**src/rtl/rf_wb_arbiter_pkg.sv**
```systemverilog
// ----------------------------------------------------------------------------
// rf_wb_arbiter_pkg
// Shared definitions for the register-file write-port arbiter:
//   REG_ADDR_W / DATA_W / NUM_REGS : register file geometry
//   RET_W                          : width of one buffered long-latency return
//   wb_req_t                       : one write request {we, waddr, wdata}
//   arb_state_t                    : grant FSM states
// ----------------------------------------------------------------------------
package rf_wb_arbiter_pkg;

   localparam int REG_ADDR_W = 5;
   localparam int DATA_W     = 32;
   localparam int NUM_REGS   = 32;
   localparam int RET_W      = REG_ADDR_W + DATA_W;

   typedef struct packed {
      logic                  we;
      logic [REG_ADDR_W-1:0] waddr;
      logic [DATA_W-1:0]     wdata;
   } wb_req_t;

   // Explicit encodings keep the state values stable for anything that
   // probes the state register by value.
   typedef enum logic [1:0] {
      ST_IDLE  = 2'd0,
      ST_WAIT  = 2'd1,
      ST_FORCE = 2'd2
   } arb_state_t;

endpackage

```
**src/rtl/rf_wb_arbiter_fifo.sv**
```systemverilog
// ----------------------------------------------------------------------------
// rf_wb_fifo
// Small synchronous FIFO holding long-latency returns until they win the
// register file write port.
// Ports:
//   clk, rst_ni        clock, asynchronous active-low reset
//   push_i, wdata_i    enqueue request and its payload (ignored when full)
//   pop_i              dequeue request (ignored when empty)
//   rdata_o            current head entry
//   full_o, empty_o    occupancy flags
//   count_o            number of valid entries (0..DEPTH)
// DEPTH must be a power of two so the pointers wrap by plain overflow.
// ----------------------------------------------------------------------------
module rf_wb_fifo #(
   parameter int DEPTH = 2,
   parameter int WIDTH = 37
) (
   input  logic                     clk,
   input  logic                     rst_ni,
   input  logic                     push_i,
   input  logic [WIDTH-1:0]         wdata_i,
   input  logic                     pop_i,
   output logic [WIDTH-1:0]         rdata_o,
   output logic                     full_o,
   output logic                     empty_o,
   output logic [$clog2(DEPTH):0]   count_o
);

   localparam int PTR_W = $clog2(DEPTH);
   localparam int CNT_W = PTR_W + 1;

   logic [WIDTH-1:0] mem_q [DEPTH];
   logic [PTR_W-1:0] wr_q, wr_d;
   logic [PTR_W-1:0] rd_q, rd_d;
   logic [CNT_W-1:0] cnt_q, cnt_d;
   logic             do_push;
   logic             do_pop;

   assign full_o  = (cnt_q == CNT_W'(DEPTH));
   assign empty_o = (cnt_q == '0);
   assign count_o = cnt_q;
   assign rdata_o = mem_q[rd_q];

   // A push while full is dropped even if a pop happens in the same cycle;
   // the producer sees not-ready and retries.
   assign do_push = push_i && !full_o;
   assign do_pop  = pop_i && !empty_o;

   always_comb begin
      wr_d  = wr_q;
      rd_d  = rd_q;
      cnt_d = cnt_q;
      if (do_push) wr_d = wr_q + 1'b1;
      if (do_pop)  rd_d = rd_q + 1'b1;
      case ({do_push, do_pop})
         2'b10:   cnt_d = cnt_q + 1'b1;
         2'b01:   cnt_d = cnt_q - 1'b1;
         default: cnt_d = cnt_q;
      endcase
   end

   always_ff @(posedge clk or negedge rst_ni) begin
      if (!rst_ni) begin
         wr_q  <= '0;
         rd_q  <= '0;
         cnt_q <= '0;
      end else begin
         wr_q  <= wr_d;
         rd_q  <= rd_d;
         cnt_q <= cnt_d;
      end
   end

   // Storage needs no reset: an entry is only read after it has been written.
   always_ff @(posedge clk) begin
      if (do_push) mem_q[wr_q] <= wdata_i;
   end

endmodule

```
**src/rtl/rf_wb_arbiter.sv**
```systemverilog
// ----------------------------------------------------------------------------
// rf_wb_arbiter
// Shares the register file's single write port between the in-order WB stage
// (port A) and a long-latency return path (port B), and tracks which
// registers still have a long-latency write outstanding.
// Ports:
//   clk, resetn                     clock, asynchronous active-low reset
//   wb_we/wb_waddr/wb_wdata         port A write request
//   wb_stall                        port A not taken this cycle, WB holds
//   lt_valid/lt_waddr/lt_wdata      port B return
//   lt_ready                        port B buffer not full
//   iss_valid/iss_dest              long-latency issue with destination
//   iss_ready                       destination not already pending
//   q_addr1/q_addr2, q_busy1/2      decode pending-register queries
//   rf_we/rf_waddr/rf_wdata         registered register file write port
// ----------------------------------------------------------------------------
module rf_wb_arbiter
   import rf_wb_arbiter_pkg::*;
#(
   parameter int FIFO_DEPTH   = 2,
   parameter int STARVE_LIMIT = 4
) (
   input  logic                  clk,
   input  logic                  resetn,
   input  logic                  wb_we,
   input  logic [REG_ADDR_W-1:0] wb_waddr,
   input  logic [DATA_W-1:0]     wb_wdata,
   output logic                  wb_stall,
   input  logic                  lt_valid,
   input  logic [REG_ADDR_W-1:0] lt_waddr,
   input  logic [DATA_W-1:0]     lt_wdata,
   output logic                  lt_ready,
   input  logic                  iss_valid,
   input  logic [REG_ADDR_W-1:0] iss_dest,
   output logic                  iss_ready,
   input  logic [REG_ADDR_W-1:0] q_addr1,
   input  logic [REG_ADDR_W-1:0] q_addr2,
   output logic                  q_busy1,
   output logic                  q_busy2,
   output logic                  rf_we,
   output logic [REG_ADDR_W-1:0] rf_waddr,
   output logic [DATA_W-1:0]     rf_wdata
);

   localparam int CNT_W  = $clog2(STARVE_LIMIT + 1);
   localparam int FCNT_W = $clog2(FIFO_DEPTH) + 1;

   // Return buffer
   logic                  fifo_full;
   logic                  fifo_empty;
   logic [FCNT_W-1:0]     fifo_count;
   logic [RET_W-1:0]      fifo_head;
   logic                  push;
   logic                  pop;
   logic [REG_ADDR_W-1:0] head_addr;
   logic [DATA_W-1:0]     head_data;

   // Arbitration
   arb_state_t            state_q, state_d;
   logic [CNT_W-1:0]      cnt_q, cnt_d;
   wb_req_t               grant;
   wb_req_t               b_req;
   logic                  grant_b;
   logic                  last_out;

   // Output register and scoreboard
   logic                  rf_we_q;
   logic [REG_ADDR_W-1:0] rf_waddr_q;
   logic [DATA_W-1:0]     rf_wdata_q;
   logic                  rf_from_b_q;
   logic [NUM_REGS-1:0]   pend_q, pend_d;

   assign lt_ready = !fifo_full;
   assign push     = lt_valid && !fifo_full;

   rf_wb_fifo #(
      .DEPTH (FIFO_DEPTH),
      .WIDTH (RET_W)
   ) u_fifo (
      .clk     (clk),
      .rst_ni  (resetn),
      .push_i  (push),
      .wdata_i ({lt_waddr, lt_wdata}),
      .pop_i   (pop),
      .rdata_o (fifo_head),
      .full_o  (fifo_full),
      .empty_o (fifo_empty),
      .count_o (fifo_count)
   );

   assign head_addr = fifo_head[RET_W-1 -: REG_ADDR_W];
   assign head_data = fifo_head[DATA_W-1:0];
   assign b_req     = '{we: !fifo_empty, waddr: head_addr, wdata: head_data};

   // The buffer drains to empty when its only entry leaves and nothing
   // arrives in the same cycle.
   assign last_out  = (fifo_count == FCNT_W'(1)) && !push;

   // A no-op A request (no write, or a write to r0) yields to B without
   // counting as a loss for B, so it never contributes to starvation.
   always_comb begin
      state_d  = state_q;
      cnt_d    = cnt_q;
      wb_stall = 1'b0;
      pop      = 1'b0;
      grant_b  = 1'b0;
      grant    = '{we: wb_we, waddr: wb_waddr, wdata: wb_wdata};
      unique case (state_q)
         ST_IDLE: begin
            cnt_d = '0;
            if (push) state_d = ST_WAIT;
         end
         ST_WAIT: begin
            if (!wb_we || (wb_waddr == '0)) begin
               grant   = b_req;
               grant_b = 1'b1;
               pop     = 1'b1;
               cnt_d   = '0;
               if (last_out) state_d = ST_IDLE;
            end else begin
               cnt_d = cnt_q + 1'b1;
               if (cnt_q == CNT_W'(STARVE_LIMIT - 1)) state_d = ST_FORCE;
            end
         end
         ST_FORCE: begin
            wb_stall = wb_we;
            grant    = b_req;
            grant_b  = 1'b1;
            pop      = 1'b1;
            cnt_d    = '0;
            state_d  = last_out ? ST_IDLE : ST_WAIT;
         end
         default: begin
            state_d = ST_IDLE;
            cnt_d   = '0;
         end
      endcase
   end

   // The bit for a B write clears on the edge that commits it to the file,
   // so decode sees it busy during the commit cycle and free afterwards.
   // r0 is never marked because writes to it are discarded.
   always_comb begin
      pend_d = pend_q;
      if (rf_we_q && rf_from_b_q) pend_d[rf_waddr_q] = 1'b0;
      if (iss_valid && iss_ready && (iss_dest != '0)) pend_d[iss_dest] = 1'b1;
   end

   assign iss_ready = (iss_dest == '0) || !pend_q[iss_dest];
   assign q_busy1   = pend_q[q_addr1];
   assign q_busy2   = pend_q[q_addr2];

   always_ff @(posedge clk or negedge resetn) begin
      if (!resetn) begin
         state_q     <= ST_IDLE;
         cnt_q       <= '0;
         pend_q      <= '0;
         rf_we_q     <= 1'b0;
         rf_waddr_q  <= '0;
         rf_wdata_q  <= '0;
         rf_from_b_q <= 1'b0;
      end else begin
         state_q     <= state_d;
         cnt_q       <= cnt_d;
         pend_q      <= pend_d;
         rf_we_q     <= grant.we && (grant.waddr != '0);
         rf_from_b_q <= grant_b;
         if (grant.we) begin
            rf_waddr_q <= grant.waddr;
            rf_wdata_q <= grant.wdata;
         end
      end
   end

   assign rf_we    = rf_we_q;
   assign rf_waddr = rf_waddr_q;
   assign rf_wdata = rf_wdata_q;

endmodule
```
**config.mk**
```make
export PLATFORM = sky130hd
export DESIGN_NAME = rf_wb_arbiter
export DESIGN_NICKNAME = d
export VERILOG_FILES = /design/src/rtl/rf_wb_arbiter_pkg.sv /design/src/rtl/rf_wb_arbiter_fifo.sv /design/src/rtl/rf_wb_arbiter.sv
export SDC_FILE = /design/constraint.sdc
export NUM_CORES = 1
export LEC_CHECK = 0
export CORE_MARGIN = 2
export CORE_UTILIZATION = 52
export CTS_CLUSTER_DIAMETER = 80
export CTS_CLUSTER_SIZE = 24
export DETAILED_ROUTE_END_ITERATION = 8
export PLACE_DENSITY = 0.8
export SLEW_MARGIN = 20
export SYNTH_ARGS = -nofsm -noshare
export SYNTH_HDL_FRONTEND = slang
export SYNTH_SLANG_ARGS = --single-unit
```
**constraint.sdc**
```tcl
create_clock -name clk -period 3.45 [get_ports clk]
set_clock_uncertainty 0.2 [all_clocks]
set_input_delay 0.69 -clock clk [delete_from_list [all_inputs] [get_ports clk]]
set_output_delay 0.69 -clock clk [all_outputs]
set_load 0.01 [all_outputs]
```
==> metrics.txt <==
Final WS setup 75.88 ps; Yosys warnings 0; CTS clk-pin slew, worst paths 70 ps; synthesized flop and latch total 154; placer congestion estimate 0.9455; TNS Setup 0 ps; Fin. Hold Viols 0; # hold bufs at CTS 0; Comb pwr share 35.3%; PortBufs 136; CTS Buf Count 17; synthesized cell area 0.007254 mm²; Slew headroom 49.09%; peak fanout along the critical path 8; most frequent cells in the layout clkdlybuf4s50_1 (129), dfrtp_1 (79), edfxtp_1 (74), mux2i_1 (38), o21ai_0 (38); Initial Util 52.67%; P_leak 3.573 nW; number of global-route vias before repair 5,430; largest family of logic cells by synthesized area multiplexers; H-tree depth 4; Main synth FF type dfrtp_1; Sw Share 33.43%; Peak VDD IR 0.0004679 V; worst r2r src state_q[0]; post-synthesis simple-gate area fraction 4.726%; total internal power 4.996 mW; PwrDens 782.6 mW/mm²; Setup Viol. Count Final 0; Sw Pwr 2.509 mW; Mapped Cells 490; mux contribution to synthesized area 20.09%; Synth Area in Compound Gates 11.66%; clock network fraction of design power 24.3%; Rows 43; GR Overflow Total 0; P&R area growth vs syn 32.20%; total chip power 7.506 mW; routed vias/inst 5.953; synthesized area per cell 14.81 µm²; most common cell after layout, fill and taps aside clkdlybuf4s50_1; Synth area leader edfxtp_1; GRT Total Usage 25.82%; DRC 0; Post-Place Worst Slack -530.1 ps; Post-synth ARST share 51.95%; Inst Count DP 812; CP startpoint kind input pin; largest net degree at the start of global routing 47; Ports 137; max-slew violation count 0; syn_nets 594; library cells used by synthesis 49; top-area cell type share of the netlist area 30.63%; Filler cells 968; clk sinks 154; hpwl dp 12,950 µm; initial antenna violation count 0; CP required 2560 ps; Max clock buf depth 2; worst r2r path cells 8; min Tclk post-route 3374 ps; XOR/XNOR Fraction of Synth Area 0.4829%; Non-Filler Instances 846; Least-Margin Pin Slew 763.7 ps; Area contributors post-synth edfxtp_1 (31%), dfrtp_1 (28%), mux4_2 (7.8%), mux2i_1 (5.2%), mux2_2 (4.8%); outcome complete, no violations; Synth Area in Adders 1.725%; reg2reg setup slack 910 ps; CP Launch Point q_addr1[1]; die height 122.1 µm; final worst-path cycle share 97.80%; Clk Latency, worst-skew pair 430 ps; Core ar. 0.01377 mm²; endpoint type of the worst setup path output port; vias 5,036; CP arrival 2480 ps; CTS tree built; worst setup path endpoint q_busy1; Die Wd 122.1 µm; register share of total power 40.3%; DIE AREA 0.01491 mm²; WL final 18,060 µm; reg-to-reg endpoint rf_waddr[3]; Crit Path Category in2out; Routed wire per std cell 21.35 µm; Routed Antenna Nets 0; RSZ-0062 raised after global routing no; ANT cells 0; share of cells above drive strength 1 21.92%; first-pass GRT wire length 28,870 µm; Final nets 757; Pre-antenna DRT Iters 4; CTS root buffer clkbuf_16; Post-synth EDFFs 74; max cap viols 0; hold crit path type in2async; f_max 296.4 MHz; drt initial violations 375; sequential area share after synthesis 58.23%
[worst max-delay path: stages]
cell,delay (ps)
clkdlybuf4s50_1,480
buf_6,140
mux4_2,300
mux4_2,470
mux2_2,260
buf_2,140
[cells by family after synthesis]
group	after synthesis
buffers and inverters	37
XOR/XNOR	4
multiplexers	106
adder cells (fa/ha/maj)	10
AO/OA/AOI/OAI	119
flip-flops	154
AND/OR/NAND/NOR	60
[power by group through the flow]
stage	Combinational, mW	Clock, mW	Sequential [mW]
6_report	2.65	1.83	3.03
5_1_grt	2.88	1.92	3.09
4_1_cts	2.68	1.84	3.02
3_5_place_dp	2.66	0	3.05
3_3_place_gp	2.57	0	3.01
2_1_floorplan	1.67	0	2.92
[worst min path at each step]
stage | slack (ps) | to | startpoint
finish | 30 | rf_waddr[0] | resetn
global route | 70 | rf_waddr[0] | resetn
CTS | 40 | rf_waddr[0] | resetn
detailed placement | 230 | cnt_q[0] | cnt_q[0]
global placement | 220 | cnt_q[0] | cnt_q[0]
floorplan | 190 | cnt_q[0] | resetn
[per-stage QoR]
| step | hold WS (ps) | area (µm²) | utilization (%) |
|---|---|---|---|
| global placement | 222.3 | 8985 | 65.23 |
| detailed placement | 235.0 | 8985 | 65.23 |
| finish | 28.39 | 9590 | 69.63 |
| floorplan | 194.4 | 7254 | - |
| CTS | 37.32 | 9580 | 69.56 |
| global route | 67.69 | 9590 | 69.63 |
[metal layers]
metal	routed length (µm)	part of all wire (%)	vias up	GRT usage [%]
met5	0	0	-	0
met4	650	3.6	0	12.64
met3	1091	6.0	53	5.899
met2	9224	51	195	43.96
met1	7098	39	2525	31.03
li1	-	-	2263	-
[layout make-up]
type | count | area [µm²] | area share (%)
Multi-Input combinational cell | 299 | 2855 | 29.77
Tap cell | 180 | 225.2 | 2.348
Clock buffer | 17 | 425.4 | 4.436
Inverter | 10 | 37.54 | 0.3914
Timing Repair Buffer | 171 | 1668 | 17.39
Sequential cell | 154 | 4225 | 44.06
Clock inverter | 15 | 153.9 | 1.605
[cells in the mapped netlist (2+ instances only)]
cell / instances
nand3_1: 3
mux2i_1: 38
o21ai_0: 39
o2bb2ai_1: 35
or3_1: 3
a21oi_1: 4
nand2_1: 13
nor2b_1: 2
nand3b_1: 9
nor3_1: 2
edfxtp_1: 74
mux4_2: 25
buf_2: 8
o31ai_1: 31
dfrtp_1: 80
mux2_1: 10
mux4_1: 2
ha_1: 10
mux2_2: 31
buf_6: 8
inv_1: 10
or3b_2: 4
xnor2_1: 3
nand4_1: 2
nor2_1: 11
clkbuf_1: 8
nand2b_1: 3
[state kept, by name (all words and copies together), names as in the netlist]
signal          cells
u_fifo.count_o      2
pend_q             32
u_fifo.mem_q       74
u_fifo.wr_q         1
cnt_q               3
rf_from_b_q         1
rf_wdata           32
state_q             2
rf_we               1
rf_waddr            5
u_fifo.rd_q         1
[timing repair]
| action | 4_1_cts | 5_1_grt |
|---|---|---|
| setup endpoints to repair | 3 | 1 |
| endpoints found under the hold margin | 0 | 0 |
| gates cloned | 0 | 0 |
| pin swaps | 3 | 3 |
| buffers inserted | 2 | 0 |
| gates resized for setup | 22 | 3 |
No activity file was read; power rests on OpenSTA's default activity.
